## src/rtl/pipe_stage_reg.sv

```systemverilog
// pipe_stage_reg
// Pipeline boundary register between stages, e.g. EX/MEM and MEM/WB.
// It carries a payload bus, a control bus and a destination-register
// index, and uses valid/ready flow control.
//
// With SKID=1 the stage holds two entries (main + skid). in_ready is then
// a plain flop output, so there is no combinational path from out_ready
// to in_ready, and throughput stays at one entry per cycle.
// With SKID=0 the stage holds one entry, and in_ready depends
// combinationally on out_ready.
//
// Ports:
//   clk        rising-edge clock
//   rst        asynchronous reset, active low; clears all storage
//   flush      synchronous kill of every held entry; also discards the
//              input offered in the same cycle
//   in_valid   upstream entry valid
//   in_ready   stage can accept an entry this cycle
//   in_data    upstream payload         [DATA_W]
//   in_ctrl    upstream control         [CTRL_W]
//   in_dest    upstream destination idx [DEST_W]
//   out_valid  downstream entry valid
//   out_ready  downstream accepts the entry
//   out_data   held payload (may keep stale bits after a flush)
//   out_ctrl   held control, forced to 0 while out_valid=0
//   out_dest   held destination, forced to 0 while out_valid=0
//   occupancy  number of held entries, registered (0..2)
module pipe_stage_reg #(
    parameter int DATA_W = 96,
    parameter int CTRL_W = 4,
    parameter int DEST_W = 5,
    parameter int SKID   = 1
) (
    input  logic              clk,
    input  logic              rst,
    input  logic              flush,
    input  logic              in_valid,
    output logic              in_ready,
    input  logic [DATA_W-1:0] in_data,
    input  logic [CTRL_W-1:0] in_ctrl,
    input  logic [DEST_W-1:0] in_dest,
    output logic              out_valid,
    input  logic              out_ready,
    output logic [DATA_W-1:0] out_data,
    output logic [CTRL_W-1:0] out_ctrl,
    output logic [DEST_W-1:0] out_dest,
    output logic [1:0]        occupancy
);

    // Main entry: this is what the outputs show.
    logic              main_valid;
    logic [DATA_W-1:0] main_data;
    logic [CTRL_W-1:0] main_ctrl;
    logic [DEST_W-1:0] main_dest;

    // Skid entry: catches an entry accepted while main is stalled.
    logic              skid_valid;
    logic [DATA_W-1:0] skid_data;
    logic [CTRL_W-1:0] skid_ctrl;
    logic [DEST_W-1:0] skid_dest;

    logic [1:0]        occ_q;

    // Next-state values
    logic              main_valid_n;
    logic [DATA_W-1:0] main_data_n;
    logic [CTRL_W-1:0] main_ctrl_n;
    logic [DEST_W-1:0] main_dest_n;
    logic              skid_valid_n;
    logic [DATA_W-1:0] skid_data_n;
    logic [CTRL_W-1:0] skid_ctrl_n;
    logic [DEST_W-1:0] skid_dest_n;
    logic [1:0]        occ_n;

    logic in_xfer;
    logic out_xfer;

    // With the skid buffer, readiness depends only on stored state. Without
    // it, a full stage may accept a new entry in the same cycle that the
    // downstream stage consumes the current one.
    generate
        if (SKID != 0) begin : g_skid_ready
            assign in_ready = !skid_valid;
        end else begin : g_plain_ready
            assign in_ready = !main_valid | out_ready;
        end
    endgenerate

    assign in_xfer  = in_valid & in_ready;
    assign out_xfer = main_valid & out_ready;

    // Next-state selection. The skid entry is only ever filled while main is
    // full, so an empty main always implies an empty skid. That is why the
    // "main empty" branch never has to look at the skid entry.
    always_comb begin
        main_valid_n = main_valid;
        main_data_n  = main_data;
        main_ctrl_n  = main_ctrl;
        main_dest_n  = main_dest;
        skid_valid_n = skid_valid;
        skid_data_n  = skid_data;
        skid_ctrl_n  = skid_ctrl;
        skid_dest_n  = skid_dest;

        if (flush) begin
            // The payload is left stale on purpose; gating hides ctrl/dest.
            main_valid_n = 1'b0;
            skid_valid_n = 1'b0;
        end else if (!main_valid) begin
            if (in_xfer) begin
                main_valid_n = 1'b1;
                main_data_n  = in_data;
                main_ctrl_n  = in_ctrl;
                main_dest_n  = in_dest;
            end
        end else if (out_xfer) begin
            if (skid_valid) begin
                // Oldest waiting entry moves up; in_ready was low, so no input.
                main_data_n  = skid_data;
                main_ctrl_n  = skid_ctrl;
                main_dest_n  = skid_dest;
                skid_valid_n = 1'b0;
            end else if (in_xfer) begin
                main_data_n  = in_data;
                main_ctrl_n  = in_ctrl;
                main_dest_n  = in_dest;
            end else begin
                main_valid_n = 1'b0;
            end
        end else if (in_xfer && (SKID != 0)) begin
            skid_valid_n = 1'b1;
            skid_data_n  = in_data;
            skid_ctrl_n  = in_ctrl;
            skid_dest_n  = in_dest;
        end

        occ_n = {1'b0, main_valid_n} + {1'b0, skid_valid_n};
    end

    // State registers. Reset clears everything, including the payload.
    always_ff @(posedge clk or negedge rst) begin
        if (!rst) begin
            main_valid <= 1'b0;
            main_data  <= '0;
            main_ctrl  <= '0;
            main_dest  <= '0;
            skid_valid <= 1'b0;
            skid_data  <= '0;
            skid_ctrl  <= '0;
            skid_dest  <= '0;
            occ_q      <= 2'd0;
        end else begin
            main_valid <= main_valid_n;
            main_data  <= main_data_n;
            main_ctrl  <= main_ctrl_n;
            main_dest  <= main_dest_n;
            skid_valid <= skid_valid_n;
            skid_data  <= skid_data_n;
            skid_ctrl  <= skid_ctrl_n;
            skid_dest  <= skid_dest_n;
            occ_q      <= occ_n;
        end
    end

    // Bubble gating: an invalid slot must never assert regwen/MemRW.
    assign out_valid = main_valid;
    assign out_data  = main_data;
    assign out_ctrl  = main_ctrl & {CTRL_W{main_valid}};
    assign out_dest  = main_dest & {DEST_W{main_valid}};
    assign occupancy = occ_q;

endmodule
```

## config.mk

```make
export PLATFORM = sky130hd
export DESIGN_NAME = pipe_stage_reg
export DESIGN_NICKNAME = d
export VERILOG_FILES = /design/src/rtl/pipe_stage_reg.sv
export SDC_FILE = /design/constraint.sdc
export NUM_CORES = 1
export LEC_CHECK = 0
export CORE_ASPECT_RATIO = 0.8
export CORE_MARGIN = 4
export CORE_UTILIZATION = 63
export CTS_BUF_LIST = sky130_fd_sc_hd__clkbuf_2
export DETAILED_ROUTE_END_ITERATION = 7
export DONT_BUFFER_PORTS = 1
export GPL_ROUTABILITY_DRIVEN = 0
export PLACE_DENSITY = 0.76
export SLEW_MARGIN = 20
export SYNTH_ARGS = -nofsm -noshare
export SYNTH_HDL_FRONTEND = slang
export SYNTH_SLANG_ARGS = --single-unit
```

## constraint.sdc

```tcl
create_clock -name clk -period 2.86 [get_ports clk]
set_input_delay 0.572 -clock clk [delete_from_list [all_inputs] [get_ports clk]]
set_output_delay 0.572 -clock clk [all_outputs]
set_load 0.02 [all_outputs]
```

* Word level (Yosys, flattened, before mapping)
Cells that the tools add are included.
Operators by class: add/subtract/negate cells 1, multiply operators 0, div/mod/pow operators 0, $lt $le $gt $ge 0, equality and inequality tests 1, shift operators 0, multiplexer cells 21, bitwise operators 6, reductions and logical operators 3
Operator list (count):
- $mux 96 | 4
- $mux 5 | 4
- $mux 4 | 4
- $mux 1 | 9
- $and 5x5->5 | 1
- $and 4x4->4 | 1
- $reduce_and 4->1 | 1
- $add 1x1->2 | 1
- $and 1x1->1 | 2
- $ne 2x1->1 const B | 1
- $not 1->1 | 2
- $reduce_and 2->1 | 1
- $logic_not 1->1 | 1
Word-level totals: bits in registers 214, bits in latches 0, memory bits (writable) 0, ROM bits 0, input port bits 110, output and inout bits 109, word-level logic and storage cells 41, memories kept 0

* Logic depth before layout (Yosys ltp)
Gate-level depths: netlist of run 1.
depth in word-level cells 8, depth in mapped cells 6, mapped depth without buffers 4

* Worst setup path before layout of run 1
OpenSTA, ideal clock, no wires.
path type register -> output, start reg main_valid (netlist: out_valid), end out out_ctrl[0], data arrival time 1102 ps, data required time 2288 ps, path slack 1186 ps, cell stages (with the launch flop) 4, path buffers 2, path through dfrtp_1 -> buf_2 -> clkbuf_1 -> and2_1
Between the ends: word-level cells in the longest chain between the ends 1
Ends and longest elaborated chain:
- from (decl) | line 51 | logic main_valid;
- from (signal assigned) | line 153 | main_valid <= main_valid_n;
- $and 4x4->4 | line 168 | assign out_ctrl = main_ctrl & {CTRL_W{main_valid}};
- to (decl) | line 45 | output logic [CTRL_W-1:0] out_ctrl,
Every way passes these cells.

* Worst setup path in the final report of run 1
start reg main_valid (netlist: out_valid), end out out_dest[1]
Between the ends: word-level cells in the longest chain between the ends 1
Ends and longest elaborated chain:
- $and 5x5->5 | line 169 | assign out_dest = main_dest & {DEST_W{main_valid}};
- to (decl) | line 46 | output logic [DEST_W-1:0] out_dest,
Every way passes these cells.

==> results.md, run 1 <==
- Status: complete, but fails checks
- Row count: 37
- FF-to-FF setup slack: 0.73 ns
- Synth Warn #: 0
- Initial antenna violation count: 0
- Die width: 138 um
- DRC viols: 0
- Most frequent cells in the layout: dfrtp_1 (214), dlygate4sd3_1 (107), o22ai_1 (105), a2bb2oi_1 (105), mux2_2 (105)
- Max-cap violation count: 0
- Crit path kind: reg -> out
- Register area share after synthesis: 62.7%
- Power Density: 751 nW/um^2
- Worst Reg-to-Reg Cells: 4
- Area Growth Syn to Fin: 18.8%
- RSZ-0062 raised after global routing: no
- Type of origin of the critical path: flip-flop
- PortBufs: 0
- Post-cts sizing count: 0
- Via Count: 6,110
- Fin cells: 932
- Reg clk slew, reported paths: 0.09 ns
- Pin count of the biggest net entering global routing: 215
- Final setup viols: 0
- CTS hold repair buffers: 107
- Clk_lat worst skew: 0.73 ns
- Critical Path Source: out_valid
- Post-Syn Instances: 609
- IO Count: 219
- Share of layout cells above drive strength 1: 26.0%
- Peak fanout along the critical path: 16
- Post-Synthesis Mean Instance Area: 14.0 sq um
- Clock skew: 0.0535 ns
- First-pass GRT wire length: 36,900 um
- Final hold vios: 214
- H-tree Lvls: 2
- Crit end category: output pin
- Period utilisation layout: 80.5%
- Min-Delay Path Class: in -> async
- Worst EP arrival: 1.73 ns
- Synth Cell Area: 8540 sq um
- DR WL/cell: 24.4 um
- Total setup buffers inserted after CTS: 0
- Core ar.: 13,100 sq um
- Gr usage total: 29.1%
- Failing checks: negative hold slack
- Via-to-Cell Ratio: 6.56
- Post-Syn Nets: 720
- Slew @ Worst Pin: 0.855 ns
- Register bit total from synthesis: 214
- DR pass1 iterations: 4
- Post-DP HPWL: 12,000 um
- Nets: 832
- Ant. Diodes: 0
- Setup TNS: 0 ns
- Leak: 4.43 nW
- Post-DRT Antenna Nets: 0
- Die H: 112 um
- Initial DRC count: 520
- Clock root buffer: clkbuf_2
- FF-to-FF End: skid_data[58]
- Die footprint: 15,500 sq um
- Placed Instance Area: 8650 sq um
- Max Fclk: 434 MHz
- Num CTS Buffers: 51
- Commonest non-fill, non-tap cell in the layout: dfrtp_1
- TritonCTS clock tree: built
- Clock Tree Buf Depth: 3
- Min Tclk post-route: 2.30 ns
- Final Cell Area: 10,100 sq um
- Initial Utilization: 65.4%
- Distinct cells, synth: 20
- VDD IR max: 485 uV
- Clock Sinks: 214
- Hold Slack: -0.458 ns
- Placed cells: 736
- CP required: 2.29 ns
- Pins over their slew limit: 0
- Slew Limit Headroom: 43.0%
- Routed wire length: 22,700 um
- Critical Path End: out_dest[1]
- Grt total ovfl: 0
- RR Startpoint: skid_valid
- Vias in the first global route: 6,614
[synth_stat cells (all sizes together)]
| cell type | instances | area (sq um) |
|---|---|---|
| nand2 | 1 | 3.75 |
| nand3 | 1 | 5.00 |
| nor3 | 1 | 5.00 |
| dfrtp | 214 | 5360 |
| a211oi | 1 | 7.51 |
| nand2b | 1 | 6.26 |
| buf | 38 | 200 |
| o21ai | 1 | 5.00 |
| clkbuf | 20 | 75.1 |
| a21oi | 3 | 15.0 |
| ha | 1 | 12.5 |
| a221oi | 1 | 26.3 |
| and2 | 9 | 56.3 |
| mux2 | 105 | 1180 |
| o22ai | 105 | 657 |
| inv | 2 | 7.51 |
| a2bb2oi | 105 | 920 |
[worst min-delay path by stage]
stage / startpoint / endpoint / slack (ns) / cells after the start
6_report: rst / skid_data[85] / -0.46 / 0
5_1_grt: rst / skid_data[95] / -0.55 / 0
4_1_cts: rst / skid_ctrl[0] / -0.54 / 0
3_5_place_dp: rst / skid_dest[4] / 0.28 / 0
3_3_place_gp: rst / skid_dest[4] / 0.28 / 0
2_1_floorplan: rst / main_ctrl[0] / 0.28 / 0
[cells by family after synthesis]
logic type / after synthesis / share of synthesized area, %
AO/OA/AOI/OAI: 216 / 19.1
adder cells (fa/ha/maj): 1 / 0.146
buffers and inverters: 60 / 3.31
flip-flops: 214 / 62.7
multiplexers: 105 / 13.8
AND/OR/NAND/NOR: 13 / 0.894
[area by class of cell]
| type | instances | area, sq um |
|---|---|---|
| Tap cell | 175 | 219 |
| Inverter | 2 | 7.51 |
| Timing Repair Buffer | 117 | 1200 |
| Multi-Input combinational cell | 335 | 2940 |
| Clock buffer | 76 | 380 |
| Clock inverter | 13 | 50.0 |
| Sequential cell | 214 | 5360 |
| Fill cell | 764 | 2910 |
[routing by layer]
layer	track usage (%)	up-vias	part of all wire (%)
li1	-	2623	-
met1	37.7	3147	40
met2	46.6	288	48
met3	10.0	52	9.2
met4	10.3	0	2.4
met5	0	-	0
[stage by stage]
step           util (%)  hold slack (ns)  setup slack, ns  power, mW
2_1_floorplan         -            0.276             1.19       5.31
3_3_place_gp       66.2            0.282            0.735       5.51
3_5_place_dp       66.2            0.283            0.703       5.62
4_1_cts            77.7           -0.538            0.493       7.58
5_1_grt            77.7           -0.552            0.425       7.99
6_report           77.7           -0.458            0.557       7.62
[critical path, stage by stage, from the launching register on]
cell and delay (ns):
dfrtp_1 0.40, buf_4 0.29, and2_1 0.32
[flip-flops by register name, summed over array words and instances (netlist names)]
name,cells
skid_data,96
main_ctrl,4
out_valid,1
skid_valid,1
skid_dest,5
skid_ctrl,4
occupancy,2
main_dest,5
out_data,96
[report_power, final]
group          leakage [nW]  switching [mW]  internal [mW]
combinational          1.59           0.427          0.755
clock                 0.338            1.18          0.700
sequential             2.50           0.830           3.72
total                  4.43            2.44           5.18
No activity file was read; power rests on OpenSTA's default activity.
==> run 2: changes to the inputs <==
clock period = 2.22 ns   (was 2.86 ns; I/O delays follow)
==> results.md, run 2 (synthesized netlist as in run 1, its figures left out) <==
- H-tree Lvls: 2
- DR pass1 iterations: 5
- Clock skew: 0.0450 ns
- Post-DRT Antenna Nets: 0
- FF-to-FF setup slack: 0.34 ns
- Max-cap violation count: 0
- Die H: 112 um
- Worst EP arrival: 1.54 ns
- Via-to-Cell Ratio: 6.51
- DRC viols: 0
- DR WL/cell: 23.3 um
- Final hold vios: 214
- Hold Slack: -0.557 ns
- RSZ-0062 raised after global routing: no
- Area Growth Syn to Fin: 18.7%
- Leak: 4.41 nW
- Num CTS Buffers: 50
- Failing checks: negative hold slack
- PortBufs: 0
- Via Count: 6,019
- Pins over their slew limit: 0
- Slew @ Worst Pin: 0.595 ns
- Initial DRC count: 341
- First-pass GRT wire length: 35,000 um
- Net Sw Frac: 31.8%
- Clock Tree Buf Depth: 3
- Most frequent cells in the layout: dfrtp_1 (213), dlygate4sd3_1 (109), o22ai_1 (105), a2bb2oi_1 (105), mux2_2 (105)
- Gr usage total: 27.3%
- Min Tclk post-route: 1.99 ns
- Clock root buffer: clkbuf_2
- CP required: 1.78 ns
- Worst Reg-to-Reg Cells: 6
- Status: complete, but fails checks
- Commonest non-fill, non-tap cell in the layout: dfrtp_1
- Post-DP HPWL: 11,800 um
- Setup TNS: 0 ns
- Comb pwr share: 16.0%
- Crit path kind: reg -> out
- Final Power: 9.68 mW
- Die footprint: 15,500 sq um
- FF-to-FF End: out_data[0]
- Type of origin of the critical path: flip-flop
- Die width: 138 um
- RR Startpoint: out_valid
- TritonCTS clock tree: built
- Grt total ovfl: 0
- Initial antenna violation count: 0
- Power Density: 955 nW/um^2
- Sequential power share: 60.6%
- IO Count: 219
- Initial Utilization: 65.4%
- Pint: 6.61 mW
- Min-Delay Path Class: in -> async
- Psw: 3.08 mW
- Row count: 37
- Routed wire length: 21,500 um
- Share of layout cells above drive strength 1: 25.8%
- Peak fanout along the critical path: 9
- Max Fclk: 504 MHz
- Clk pwr share: 23.4%
- Core ar.: 13,100 sq um
- Vias in the first global route: 6,334
- Ant. Diodes: 0
- Slew Limit Headroom: 60.3%
- Period utilisation layout: 89.5%
- Clock Sinks: 214
- Reg clk slew, reported paths: 0.10 ns
- Clk_lat worst skew: 0.69 ns
- VDD IR max: 590 uV
- Pin count of the biggest net entering global routing: 215
- Nets: 834
- Crit end category: output pin
- Final setup viols: 0
[run 2: cell count changes in the layout (fill, tap and decap cells not counted), sizes merged]
cell,previous run,this run
dlygate4sd3,107,109
clkbuf,76,70
inv,2,3
buf,10,11
clkinv,13,7
[run 2: worst max-delay path by stage]
| stage | slack [ns] | cells past startpoint | endpoint | from |
|---|---|---|---|---|
| floorplan | 0.55 | 6 | out_data[10] | out_valid |
| global placement | 0.51 | 4 | out_data[89] | out_valid |
| detailed placement | 0.35 | 4 | out_data[59] | out_valid |
| CTS | 0.16 | 2 | out_ctrl[0] | out_valid |
| global route | 0.1 | 2 | out_ctrl[0] | out_valid |
| finish | 0.23 | 2 | out_ctrl[0] | out_valid |
[run 2: timing repair]
| item | 4_1_cts | 5_1_grt |
|---|---|---|
| gates resized for setup | 1 | 0 |
| hold endpoints to repair | 426 | 215 |
| hold buffers | 108 | 1 |
| endpoints found under the setup margin | 8 | 0 |
| setup buffers | 2 | 0 |
[run 2: final cells by class]
class / instances / area (sq um)
tap: 175 / 219
clock inverter: 8 / 30.0
multi-input combinational: 335 / 2940
timing repair buffer: 120 / 1240
sequential: 214 / 5360
clock buffer: 70 / 350
inverter: 2 / 7.51
fill: 799 / 2920
[run 2: critical path: stages (launching register included)]
cell	delay (ns)
dfrtp_2	0.38
buf_4	0.19
and2_1	0.28
[run 2: per-layer routing]
layer,up-vias,share of wire (%),track usage [%]
li1,2606,-,-
met1,3120,41,36.3
met2,255,49,43.7
met3,38,8.6,9.33
met4,0,1.7,7.37
met5,-,0,0
[run 2: per-stage QoR]
step / cell area (sq um) / utilization, % / instances / hold slack (ns) / setup slack (ns)
2_1_floorplan: 8540 / - / 609 / 0.148 / 0.549
3_3_place_gp: 8650 / 66.3 / 735 / 0.153 / 0.506
3_5_place_dp: 8650 / 66.3 / 735 / 0.154 / 0.350
4_1_cts: 10100 / 77.6 / 923 / -0.646 / 0.159
5_1_grt: 10100 / 77.7 / 924 / -0.657 / 0.0963
6_report: 10100 / 77.7 / 924 / -0.557 / 0.234
[run 2: power by group through the flow]
stage | Combinational (mW) | Clock, mW | Sequential, mW
after floorplan | 1.16 | 0 | 5.68
after global placement | 1.26 | 0 | 5.84
after detailed placement | 1.35 | 0 | 5.90
after CTS | 1.53 | 2.31 | 5.83
after global routing | 1.68 | 2.55 | 5.95
final | 1.55 | 2.26 | 5.87
